==> src/rtl/drawing_rect_fill_if.sv <==
// Command and memory-bus bundle for the rectangle fill engine.
//
// Signals:
//   req/ack/busy     - command handshake (ack is a one-cycle accept pulse)
//   r0..r7           - command registers: X, Y, W, H, colour, three spares
//   de_req/de_ack    - memory bus request / grant
//   de_addr          - word address (ADDR_W bits)
//   de_nbyte         - active-low byte enables, byte offset k -> de_nbyte[3-k]
//   de_rnw           - 1 = read, 0 = write
//   de_w_data        - write data
//   de_r_data        - read data
//
// Modports:
//   master - the side issuing commands and serving the memory bus
//   slave  - the fill engine itself
interface drawing_rect_fill_if #(
    parameter int ADDR_W = 18
);
    logic              req;
    logic              ack;
    logic              busy;
    logic [15:0]       r0;
    logic [15:0]       r1;
    logic [15:0]       r2;
    logic [15:0]       r3;
    logic [15:0]       r4;
    logic [15:0]       r5;
    logic [15:0]       r6;
    logic [15:0]       r7;
    logic              de_req;
    logic              de_ack;
    logic [ADDR_W-1:0] de_addr;
    logic [3:0]        de_nbyte;
    logic              de_rnw;
    logic [31:0]       de_w_data;
    logic [31:0]       de_r_data;

    modport master (
        output req, r0, r1, r2, r3, r4, r5, r6, r7, de_ack, de_r_data,
        input  ack, busy, de_req, de_addr, de_nbyte, de_rnw, de_w_data
    );

    modport slave (
        input  req, r0, r1, r2, r3, r4, r5, r6, r7, de_ack, de_r_data,
        output ack, busy, de_req, de_addr, de_nbyte, de_rnw, de_w_data
    );
endinterface

==> src/rtl/drawing_rect_fill.sv <==
// Rectangle fill engine: walks an X/Y/W/H rectangle of a byte-per-pixel
// frame buffer word by word and applies pixel = (pixel & AND) ^ XOR,
// where r4[15:8] is the AND mask and r4[7:0] the XOR mask. When the AND
// mask is zero the old pixel value is irrelevant, so the read is skipped.
//
// Ports:
//   clk    - clock
//   rst_n  - asynchronous active-low reset
//   bus    - drawing_rect_fill_if.slave (command handshake + memory bus)
//
// Optional feature: define DRAWING_RECT_CLIP_EN to clip the rectangle to
// the SCREEN_W x SCREEN_H screen. Without it, coordinates are used as given
// and addresses simply wrap modulo 2^ADDR_W.
module drawing_rect_fill #(
    parameter int SCREEN_W = 640,
    parameter int SCREEN_H = 480,
    parameter int ADDR_W   = 18
) (
    input  logic clk,
    input  logic rst_n,
    drawing_rect_fill_if.slave bus
);
    // Byte addresses carry two extra bits below the word address.
    localparam int BA_W = ADDR_W + 2;
    localparam logic [16:0]       SW_C       = 17'(SCREEN_W);
    localparam logic [16:0]       SH_C       = 17'(SCREEN_H);
    localparam logic [BA_W-1:0]   SW_BA      = BA_W'(SCREEN_W);
    localparam logic [ADDR_W-1:0] LINE_WORDS = ADDR_W'(SCREEN_W / 4);
    localparam logic [ADDR_W-1:0] ONE_WORD   = ADDR_W'(1);

    typedef enum logic [2:0] {
        IDLE    = 3'd0,
        ACK     = 3'd1,
        RD_REQ  = 3'd2,
        RD_WAIT = 3'd3,
        RD_DATA = 3'd4,
        WR_REQ  = 3'd5,
        NEXT    = 3'd6
    } state_t;

    // Disable byte offsets left of the first pixel in the start word.
    function automatic logic [3:0] start_mask(input logic [1:0] off);
        case (off)
            2'd0:    start_mask = 4'b0000;
            2'd1:    start_mask = 4'b1000;
            2'd2:    start_mask = 4'b1100;
            2'd3:    start_mask = 4'b1110;
            default: start_mask = 4'b0000;
        endcase
    endfunction

    // Disable byte offsets right of the last pixel in the end word.
    function automatic logic [3:0] end_mask(input logic [1:0] off);
        case (off)
            2'd0:    end_mask = 4'b0111;
            2'd1:    end_mask = 4'b0011;
            2'd2:    end_mask = 4'b0001;
            2'd3:    end_mask = 4'b0000;
            default: end_mask = 4'b0000;
        endcase
    endfunction

    state_t            state_r;
    logic              ack_r;
    logic              busy_r;
    logic              de_req_r;
    logic              de_rnw_r;
    logic [ADDR_W-1:0] de_addr_r;
    logic [3:0]        de_nbyte_r;
    logic [31:0]       de_w_data_r;
    logic [ADDR_W-1:0] line_start_r;
    logic [ADDR_W-1:0] line_end_r;
    logic [15:0]       lines_left_r;
    logic [3:0]        smask_r;
    logic [3:0]        emask_r;
    logic              single_r;
    logic [7:0]        and_r;
    logic [7:0]        xor_r;

    logic [16:0]       x_s;
    logic [16:0]       y_s;
    logic [16:0]       w_s;
    logic [16:0]       h_s;
    logic [16:0]       w_eff_s;
    logic [16:0]       h_eff_s;
    logic [16:0]       last_x_s;
    logic [BA_W-1:0]   start_byte_s;
    logic [BA_W-1:0]   end_byte_s;
    logic              empty_s;
    logic              single_s;
    logic [3:0]        smask_s;
    logic [3:0]        emask_s;
    logic [ADDR_W-1:0] adv_addr_s;
    logic [ADDR_W-1:0] nxt_start_s;
    logic [ADDR_W-1:0] nxt_end_s;
    logic              unused_s;

    assign bus.ack       = ack_r;
    assign bus.busy      = busy_r;
    assign bus.de_req    = de_req_r;
    assign bus.de_rnw    = de_rnw_r;
    assign bus.de_addr   = de_addr_r;
    assign bus.de_nbyte  = de_nbyte_r;
    assign bus.de_w_data = de_w_data_r;

    // Spare command registers and the sub-word byte-address bits (already
    // covered by the x offsets since lines are word aligned) carry no logic.
    assign unused_s = ^{bus.r5, bus.r6, bus.r7, start_byte_s[1:0],
                        end_byte_s[1:0], h_eff_s[16], SH_C};

    // Command geometry (used in ACK) and next-word/next-line addresses.
    always_comb begin
        x_s = {1'b0, bus.r0};
        y_s = {1'b0, bus.r1};
        w_s = {1'b0, bus.r2};
        h_s = {1'b0, bus.r3};
`ifdef DRAWING_RECT_CLIP_EN
        if (x_s >= SW_C || y_s >= SH_C) begin
            w_eff_s = 17'd0;
            h_eff_s = 17'd0;
        end else begin
            w_eff_s = (w_s > (SW_C - x_s)) ? (SW_C - x_s) : w_s;
            h_eff_s = (h_s > (SH_C - y_s)) ? (SH_C - y_s) : h_s;
        end
`else
        w_eff_s = w_s;
        h_eff_s = h_s;
`endif
        last_x_s     = x_s + w_eff_s - 17'd1;
        start_byte_s = BA_W'(y_s) * SW_BA + BA_W'(x_s);
        end_byte_s   = BA_W'(y_s) * SW_BA + BA_W'(last_x_s);
        empty_s      = (w_eff_s == 17'd0) || (h_eff_s == 17'd0);
        single_s     = (start_byte_s[BA_W-1:2] == end_byte_s[BA_W-1:2]);
        smask_s      = start_mask(x_s[1:0]);
        emask_s      = end_mask(last_x_s[1:0]);
        adv_addr_s   = de_addr_r + ONE_WORD;
        nxt_start_s  = line_start_r + LINE_WORDS;
        nxt_end_s    = line_end_r + LINE_WORDS;
    end

    // Control FSM; every output is registered and updated alongside the state.
    always_ff @(posedge clk or negedge rst_n) begin
        if (!rst_n) begin
            state_r      <= IDLE;
            ack_r        <= 1'b0;
            busy_r       <= 1'b0;
            de_req_r     <= 1'b0;
            de_rnw_r     <= 1'b1;
            de_addr_r    <= '0;
            de_nbyte_r   <= 4'b1111;
            de_w_data_r  <= 32'd0;
            line_start_r <= '0;
            line_end_r   <= '0;
            lines_left_r <= 16'd0;
            smask_r      <= 4'd0;
            emask_r      <= 4'd0;
            single_r     <= 1'b0;
            and_r        <= 8'd0;
            xor_r        <= 8'd0;
        end else begin
            case (state_r)
                IDLE: begin
                    if (bus.req) begin
                        state_r <= ACK;
                        ack_r   <= 1'b1;
                        busy_r  <= 1'b1;
                    end else begin
                        ack_r   <= 1'b0;
                        busy_r  <= 1'b0;
                    end
                end
                ACK: begin
                    ack_r        <= 1'b0;
                    and_r        <= bus.r4[15:8];
                    xor_r        <= bus.r4[7:0];
                    smask_r      <= smask_s;
                    emask_r      <= emask_s;
                    single_r     <= single_s;
                    line_start_r <= start_byte_s[BA_W-1:2];
                    line_end_r   <= end_byte_s[BA_W-1:2];
                    lines_left_r <= h_eff_s[15:0];
                    if (empty_s) begin
                        state_r <= IDLE;
                        busy_r  <= 1'b0;
                    end else begin
                        de_addr_r  <= start_byte_s[BA_W-1:2];
                        // A one-word line needs both edges masked at once.
                        de_nbyte_r <= single_s ? (smask_s | emask_s) : smask_s;
                        de_req_r   <= 1'b1;
                        if (bus.r4[15:8] == 8'd0) begin
                            de_w_data_r <= {4{bus.r4[7:0]}};
                            de_rnw_r    <= 1'b0;
                            state_r     <= WR_REQ;
                        end else begin
                            de_rnw_r    <= 1'b1;
                            state_r     <= RD_REQ;
                        end
                    end
                end
                RD_REQ: begin
                    if (bus.de_ack) begin
                        de_req_r <= 1'b0;
                        state_r  <= RD_WAIT;
                    end else begin
                        state_r  <= RD_REQ;
                    end
                end
                RD_WAIT: begin
                    state_r <= RD_DATA;
                end
                RD_DATA: begin
                    de_w_data_r <= (bus.de_r_data & {4{and_r}}) ^ {4{xor_r}};
                    de_req_r    <= 1'b1;
                    de_rnw_r    <= 1'b0;
                    state_r     <= WR_REQ;
                end
                WR_REQ: begin
                    if (bus.de_ack) begin
                        de_req_r <= 1'b0;
                        de_rnw_r <= 1'b1;
                        state_r  <= NEXT;
                    end else begin
                        state_r  <= WR_REQ;
                    end
                end
                NEXT: begin
                    if ((de_addr_r == line_end_r) && (lines_left_r == 16'd1)) begin
                        state_r <= IDLE;
                        busy_r  <= 1'b0;
                    end else begin
                        if (de_addr_r == line_end_r) begin
                            line_start_r <= nxt_start_s;
                            line_end_r   <= nxt_end_s;
                            lines_left_r <= lines_left_r - 16'd1;
                            de_addr_r    <= nxt_start_s;
                            de_nbyte_r   <= single_r ? (smask_r | emask_r) : smask_r;
                        end else begin
                            de_addr_r    <= adv_addr_s;
                            de_nbyte_r   <= (adv_addr_s == line_end_r) ? emask_r : 4'b0000;
                        end
                        de_req_r <= 1'b1;
                        if (and_r == 8'd0) begin
                            de_w_data_r <= {4{xor_r}};
                            de_rnw_r    <= 1'b0;
                            state_r     <= WR_REQ;
                        end else begin
                            de_rnw_r    <= 1'b1;
                            state_r     <= RD_REQ;
                        end
                    end
                end
                default: begin
                    state_r  <= IDLE;
                    ack_r    <= 1'b0;
                    busy_r   <= 1'b0;
                    de_req_r <= 1'b0;
                    de_rnw_r <= 1'b1;
                end
            endcase
        end
    end
endmodule

==> src/flat_wrapper.sv <==
// flat-port wrapper written by rule: the top's interface ports become plain ports
module drawing_rect_fill_flat 
#(
    parameter int SCREEN_W = 640,
    parameter int SCREEN_H = 480,
    parameter int ADDR_W   = 18
)
  (clk, rst_n, bus_req, bus_r0, bus_r1, bus_r2, bus_r3, bus_r4, bus_r5, bus_r6, bus_r7, bus_de_ack, bus_de_r_data, bus_ack, bus_busy, bus_de_req, bus_de_addr, bus_de_nbyte, bus_de_rnw, bus_de_w_data);
  drawing_rect_fill_if #(.ADDR_W(ADDR_W)) bus_i ();
  input  logic clk;
  input  logic rst_n;
  input wire logic [$bits(bus_i.req)-1:0] bus_req;
  input wire logic [$bits(bus_i.r0)-1:0] bus_r0;
  input wire logic [$bits(bus_i.r1)-1:0] bus_r1;
  input wire logic [$bits(bus_i.r2)-1:0] bus_r2;
  input wire logic [$bits(bus_i.r3)-1:0] bus_r3;
  input wire logic [$bits(bus_i.r4)-1:0] bus_r4;
  input wire logic [$bits(bus_i.r5)-1:0] bus_r5;
  input wire logic [$bits(bus_i.r6)-1:0] bus_r6;
  input wire logic [$bits(bus_i.r7)-1:0] bus_r7;
  input wire logic [$bits(bus_i.de_ack)-1:0] bus_de_ack;
  input wire logic [$bits(bus_i.de_r_data)-1:0] bus_de_r_data;
  output wire logic [$bits(bus_i.ack)-1:0] bus_ack;
  output wire logic [$bits(bus_i.busy)-1:0] bus_busy;
  output wire logic [$bits(bus_i.de_req)-1:0] bus_de_req;
  output wire logic [$bits(bus_i.de_addr)-1:0] bus_de_addr;
  output wire logic [$bits(bus_i.de_nbyte)-1:0] bus_de_nbyte;
  output wire logic [$bits(bus_i.de_rnw)-1:0] bus_de_rnw;
  output wire logic [$bits(bus_i.de_w_data)-1:0] bus_de_w_data;
  assign bus_i.req = bus_req;
  assign bus_i.r0 = bus_r0;
  assign bus_i.r1 = bus_r1;
  assign bus_i.r2 = bus_r2;
  assign bus_i.r3 = bus_r3;
  assign bus_i.r4 = bus_r4;
  assign bus_i.r5 = bus_r5;
  assign bus_i.r6 = bus_r6;
  assign bus_i.r7 = bus_r7;
  assign bus_i.de_ack = bus_de_ack;
  assign bus_i.de_r_data = bus_de_r_data;
  assign bus_ack = bus_i.ack;
  assign bus_busy = bus_i.busy;
  assign bus_de_req = bus_i.de_req;
  assign bus_de_addr = bus_i.de_addr;
  assign bus_de_nbyte = bus_i.de_nbyte;
  assign bus_de_rnw = bus_i.de_rnw;
  assign bus_de_w_data = bus_i.de_w_data;
  drawing_rect_fill #(.SCREEN_W(SCREEN_W), .SCREEN_H(SCREEN_H), .ADDR_W(ADDR_W)) u_core (.clk(clk), .rst_n(rst_n), .bus(bus_i));
endmodule
==> config.mk <==
export PLATFORM = sky130hd
export DESIGN_NAME = drawing_rect_fill_flat
export DESIGN_NICKNAME = d
export VERILOG_FILES = /design/src/rtl/drawing_rect_fill_if.sv /design/src/rtl/drawing_rect_fill.sv /design/src/flat_wrapper.sv
export SDC_FILE = /design/constraint.sdc
export NUM_CORES = 1
export LEC_CHECK = 0
export CORE_MARGIN = 3
export CORE_UTILIZATION = 36
export DETAILED_ROUTE_END_ITERATION = 16
export GPL_TIMING_DRIVEN = 0
export HOLD_SLACK_MARGIN = 0.05
export PLACE_DENSITY = 0.56
export RECOVER_POWER = 50
export SLEW_MARGIN = 20
export SYNTH_ARGS = -nofsm -noshare
export SYNTH_HDL_FRONTEND = slang
export SYNTH_SLANG_ARGS = --single-unit
==> constraint.sdc <==
create_clock -name clk -period 4.8 [get_ports clk]
set_input_delay 0.72 -clock clk [delete_from_list [all_inputs] [get_ports clk]]
set_output_delay 0.72 -clock clk [all_outputs]
set_load 0.1 [all_outputs]
==> flow_summary.ini, run 1 <==
[outcome]
status = complete, but fails checks
violations = max-capacitance violations, max-slew violations

[sta]
finalHoldViolCount = 0
fmax_mhz = 216
skew_ns = 0.0143
setup_tns_ns = 0
slew_headroom_pct = -77.3
finalWorstPathRequiredPeriod_ns = 4.63
period_share_pct = 96.4
setup_viol = 0
holdWs_ns = 0.477
tightest_slew_ns = 2.66
slew_viol_final = 48

[critical_path]
required_ns = 5.09
criticalPathCategory = in -> reg
end_kind = flop
arrival_ns = 4.92
crit_fanout = 7
start_kind = input pin

[logic_synthesis]
synth_nets = 1645
synth_area_leaders = dfrtp_1, ha_1, nand2_1
synth_top_cell_by_area = dfrtp_1
ys_warn_count = 0
synthArstFlopShare_pct = 100
post_synth.cell_area_avg_sq_um = 8.01
ys_ff_latch = 136
synth_edf_count = 0
synthMostInstantiatedCell = nand2_1
synth_top_area_share_pct = 29.2
seq_area_frac_synth_pct = 30.3
synthTopCellsByCount = nand2_1, nor2_1, dfrtp_1, a21oi_1, o21ai_0
yosys_most_used_dff = dfrtp_1
synthCells = 1403
syn-cell-area_sq_um = 11200
ys_types = 76

[place]
dpl.hpwl_um = 31100
numPortBuffers = 170
place_congestion = 0.925
dp.cells = 1970

[finish]
area_growth_pct = 29.1
diodes = 0
final_nets = 1850
finish.utilization_pct = 47.3
drive_above_1_share_pct = 9.87
finalNonFillerCells = 2017

[floorplanning]
fp.dieH_um = 183
io-pin-count = 222
initial_core_util_pct = 36.6
num_rows = 64
coreArea_sq_um = 30700
die_w_um = 183
die-area_sq_um = 33400

[clock_tree]
numCtsBuffers = 17
cts_root_buffer = clkbuf_16
insertion_delay_ns = 0.44
ctsHoldBuffers = 0
cts.sinks = 136
htree_levels = 4
cts_tree = yes
cts_buffer_depth = 2
clk_pin_slew_ns = 0.06

[detailed_routing]
drt-wirelength-per-cell_um = 20.4
ant_nets = 0
firstDrtPassIters = 5
drc = 0
num_vias = 11100
viasPerCell = 5.50
wirelength_um = 41100
drtIter0Drc = 948

[job]
maxCapViolations = 1

[grt]
track_usage_pct = 24.3
grt_max_degree = 91
grt_use_met3_pct = 4.41
antenna_found_initial = 0
grt.busiest_layer = met2
overflow = 0
met2_usage_pct = 41.2
grt_use_met1_pct = 31.1
grt_pass1_vias = 11000
grt_pass1_wl_um = 62900

[power]
p_total_mw = 10.8
powerDensity_nw_per_um2 = 745
peakVddDrop_mv = 0.272
leakage_nw = 6.28

[worst_hold_path]
min_path_type = reg -> reg
power by group:
part           switching, mW  internal [mW]  leakage, nW
Sequential             0.531           1.73         1.62
Clock                  0.539          0.780        0.281
Combinational           4.87           2.36         4.37
metrics by stage:
stage / instance area (sq um) / worst slack, ns
after floorplan: 11200 / 0.0495
after global placement: 13400 / -2.91
after detailed placement: 13500 / -1.70
after CTS: 14400 / 0.0109
after global routing: 14500 / -0.00561
final: 14500 / 0.173
state kept, by name, indices dropped and copies added (netlist names):
| name | count |
|---|---|
| u_core.and_r | 8 |
| u_core.bus.ack | 1 |
| u_core.bus.busy | 1 |
| u_core.bus.de_addr | 18 |
| u_core.bus.de_nbyte | 4 |
| u_core.bus.de_req | 1 |
| u_core.bus.de_rnw | 1 |
| u_core.bus.de_w_data | 32 |
| u_core.emask_r | 3 |
| u_core.line_end_r | 18 |
| u_core.line_start_r | 18 |
| u_core.lines_left_r | 16 |
| u_core.single_r | 1 |
| u_core.smask_r | 3 |
| u_core.state_r | 3 |
| u_core.xor_r | 8 |
critical path: stages:
cell and delay, ns:
clkdlybuf4s50_1 0.51, inv_1 0.06, ha_1 0.26, inv_1 0.04, ha_1 0.39, nor4b_1 0.18, a2111oi_0 0.83, o311ai_4 0.25
ha_4 0.28, a21o_1 0.19, a41o_4 0.29, buf_4 0.15, a2111oi_4 0.31, a31oi_2 0.14, buf_6 0.19, nand3_4 0.07
o21ai_1 0.06
cells by family (layout without fill, tap and decap cells):
kind of cell	after synthesis	after routing	share of synthesized area, %
AOI/OAI and AO/OA	373	373	21.2
DFF	136	136	30.3
xor gates and xnor gates	143	143	11.6
adders and majority gates	78	78	8.95
and+or+nand+nor	493	493	20.8
buffers and inverters	173	391	6.38
muxes	7	7	0.657
layout make-up:
cell class                 count  area [sq um]
inverter                      90           340
clock buffer                  21           450
tap                          396           495
buffer                        82           375
sequential                   136          3410
multi-input combinational   1094          7490
timing repair buffer         187          1810
fill                        3011         16200
clock inverter                11           126
repair_timing:
| item | 4_1_cts | 5_1_grt |
|---|---|---|
| buffers inserted | 13 | 3 |
| gates resized for setup | 70 | 23 |
| setup endpoints to repair | 10 | 7 |
| pin swaps | 25 | 22 |
| gates cloned | 0 | 0 |
layout by cell type (no fill, tap or decap), drive strengths merged, types with 8 or more instances in the layout:
master,instances
a21o,43
o21ai,92
xnor2,60
clkbuf,69
o21a,8
nand2,186
nor4,27
dlygate4sd2,9
nand3,34
clkdlybuf4s50,157
nor2,135
dfrtp,131
a31oi,15
nor3,22
xor2,79
nor2b,18
a21oi,100
a211oi,45
nand4,22
o22ai,12
buf,54
and3,12
inv,91
ha,74
per-layer routing:
layer / part of all wire [%] / vias up
met1: 43 / 5353
met3: 5.9 / 73
met2: 48 / 349
met4: 3.0 / 0
li1: - / 5318
met5: 0 / -
worst paths after layout:
check                                         startpoint  depth (start not counted)                        to  slack [ns]
min in group asynchronous                          rst_n                          1            u_core.bus.ack        1.11
worst min-delay path            u_core.bus.de_w_data[31]                          1  u_core.bus.de_w_data[31]        0.48
worst min register to register  u_core.bus.de_w_data[31]                          1  u_core.bus.de_w_data[31]        0.48
worst max-delay path                          bus_r0[15]                         17           u_core.single_r        0.17
max in group asynchronous                          rst_n                          2   u_core.line_start_r[10]        1.10
worst max register to register         u_core.state_r[2]                          8     u_core.bus.de_addr[5]        0.87
No activity file was read; power rests on OpenSTA's default activity.
==> run 2, diff against run 1 <==
Settings changed: GPL_ROUTABILITY_DRIVEN set to 0, GPL_TIMING_DRIVEN 0 to unset.
==> run 2 against run 1 <==
The flow still finishes with violations (max-capacitance violations, max-slew violations). Cell area is 3.6% higher. Power is 0.12% higher. Routed wire length is 15% lower. Global-route usage is 3.8 points lower. Count of clock-buffer cells in the layout is 2 lower. Via count is 1.6% lower. First-iteration DRC count is 19% lower. Largest cell class unchanged.
==> flow_summary.ini, run 2 (synthesized netlist as in run 1, its figures left out) <==
[outcome]
status = complete, but fails checks
violations = max-capacitance violations, max-slew violations

[grt]
track_usage_pct = 20.5
antenna_found_initial = 0
grt_max_degree = 75
overflow = 0
grt_pass1_vias = 10600
grt_pass1_wl_um = 55600

[sta]
holdWs_ns = 0.473
slew_headroom_pct = -111
tightest_slew_ns = 3.17
skew_ns = 0.0141
period_share_pct = 95.4
finalWorstPathRequiredPeriod_ns = 4.58
finalHoldViolCount = 0
fmax_mhz = 218
setup_viol = 0
slew_viol_final = 86

[critical_path]
rr_startpoint = u_core.bus.de_addr[3]
crit_fanout = 4
cp_num_buf_inv = 6
start_kind = input pin
path_cells = clkdlybuf4s50_1 -> inv_1 -> ha_1 -> inv_2 -> ha_4 -> o21ai_2 -> a21boi_2 -> o2111ai_1 -> nand3_1 -> or4_4 -> nand2_4 -> buf_4 -> xnor2_1 -> ha_2 -> o21ai_2 -> nand2b_1 -> a41o_1 -> buf_6 -> nor3b_4 -> a2111oi_2 -> a31oi_1 -> buf_4 -> nand4_1 -> a21oi_2
crit_start = bus_r2[6]
criticalPathCategory = in -> reg
critPathTopFamily = simple AND/OR/NAND/NOR gates
ff2ff_setup_slack_ns = 1.21
required_ns = 5.17
crit_end = u_core.bus.de_nbyte[2]
critPathMaxStageDelay_ns = 0.58
arrival_ns = 4.95
crit_cells = 24
critPathSlowestCell = or4_4
end_kind = flop
r2r_end = u_core.lines_left_r[6]
rr_worst_depth = 9

[place]
numPortBuffers = 170
dpl.hpwl_um = 26200
placed_cell_area_sq_um = 13900

[worst_hold_path]
min_path_type = reg -> reg

[clock_tree]
htree_levels = 4
cts.sinks = 136
insertion_delay_ns = 0.44
clk_pin_slew_ns = 0.06
cts_root_buffer = clkbuf_16
cts_tree = yes
numCtsBuffers = 17
cts_buffer_depth = 2

[power]
p_clk_share_pct = 13.3
leakage_nw = 6.68
p_int_mw = 5.10
powerDensity_nw_per_um2 = 720
p_comb_share_pct = 63.4
p_sw_mw = 5.72
netSwitchingFraction_pct = 52.9
power_frac_seq_pct = 23.3
peakVddDrop_mv = 0.333

[floorplanning]
die-area_sq_um = 33400
io-pin-count = 222
initial_core_util_pct = 36.6
coreArea_sq_um = 30700
num_rows = 64
die_w_um = 183
fp.dieH_um = 183

[finish]
finish.utilization_pct = 49.0
final_nets = 1875
diodes = 0
final_area_sq_um = 15000
largest_reg_flops = 32
area_growth_pct = 33.7
multi_input_area_sq_um = 7490
final_cell_mix = nand2_1, clkdlybuf4s50_1, dfrtp_1
final_common_cell = nand2_1
drive_above_1_share_pct = 15.7
regArea_sq_um = 3410
fillers = 2972

[detailed_routing]
wirelength_um = 34900
viasPerCell = 5.35
firstDrtPassIters = 5
drt-wirelength-per-cell_um = 17.1
drtIter0Drc = 772
ant_nets = 0
num_vias = 10900
drc = 0

[job]
maxCapViolations = 2
-- run 2: cell types whose count changed in the layout (fill, tap and decap cells not counted), moves of 5 or more --
cell | before | now
clkbuf_1 | 48 | 2
dlymetal6s2s_1 | 1 | 9
buf_1 | 8 | 0
buf_2 | 21 | 0
buf_4 | 22 | 118
dlygate4sd2_1 | 9 | 0
inv_6 | 1 | 6
a21oi_1 | 99 | 94
-- run 2: cell type report --
type | instances | share of cell area, %
clock buffers | 19 | 3.01
clock inverters | 13 | 1.19
inverters | 90 | 2.30
multi-input cells | 1094 | 49.8
flip-flops and latches | 136 | 22.7
well taps | 396 | 3.30
repair buffers | 294 | 17.7
-- run 2: worst min path at each step --
stage	start	endpoint	cells past startpoint
3_5_place_dp	u_core.bus.de_w_data[2]	u_core.bus.de_w_data[2]	1
3_3_place_gp	u_core.bus.de_w_data[26]	u_core.bus.de_w_data[26]	1
4_1_cts	rst_n	u_core.bus.de_w_data[6]	1
2_1_floorplan	rst_n	u_core.and_r[0]	0
5_1_grt	u_core.bus.de_w_data[25]	u_core.bus.de_w_data[25]	1
6_report	u_core.bus.de_w_data[2]	u_core.bus.de_w_data[2]	1
-- run 2: metrics by stage --
step / setup slack (ns) / instances / TNS [ns] / total power, mW
2_1_floorplan: 0.0495 / 1403 / 0 / 7.14
3_3_place_gp: -0.811 / 1994 / -6.48 / 9.02
6_report: 0.221 / 2042 / 0 / 10.8
5_1_grt: -0.00231 / 2042 / -0.00256 / 11.5
3_5_place_dp: -0.983 / 1994 / -7.88 / 9.09
4_1_cts: 0.00155 / 2037 / 0 / 10.7
-- run 2: worst register-to-register path, stage by stage, from the launching register on --
cell	delay [ns]
dfrtp_1	0.70
xor2_1	0.23
nor4_1	0.09
nand3_1	0.17
nor4_4	0.10
a211oi_4	0.79
nand2_1	0.28
o21ai_4	0.73
o21ai_0	0.22
o2bb2ai_1	0.17
-- run 2: layer usage --
metal	wire length, um	global-route usage (%)
met1	15800	27.5
met2	16800	34.5
met3	1750	3.65
met4	530	4.60
met5	0	0
-- run 2: what timing repair did --
action	4_1_cts	5_1_grt
pin swaps	26	37
setup buffers	12	6
gates resized for setup	42	72
hold buffers	0	0
endpoints found under the setup margin	9	9
-- run 2: power groups by stage --
stage / Clock [mW] / Sequential (mW) / Combinational [mW]
3_3_place_gp: 0 / 2.51 / 6.51
2_1_floorplan: 0 / 3.81 / 3.32
6_report: 1.44 / 2.52 / 6.87
4_1_cts: 1.46 / 2.51 / 6.72
5_1_grt: 1.51 / 2.62 / 7.42
3_5_place_dp: 0 / 2.53 / 6.56
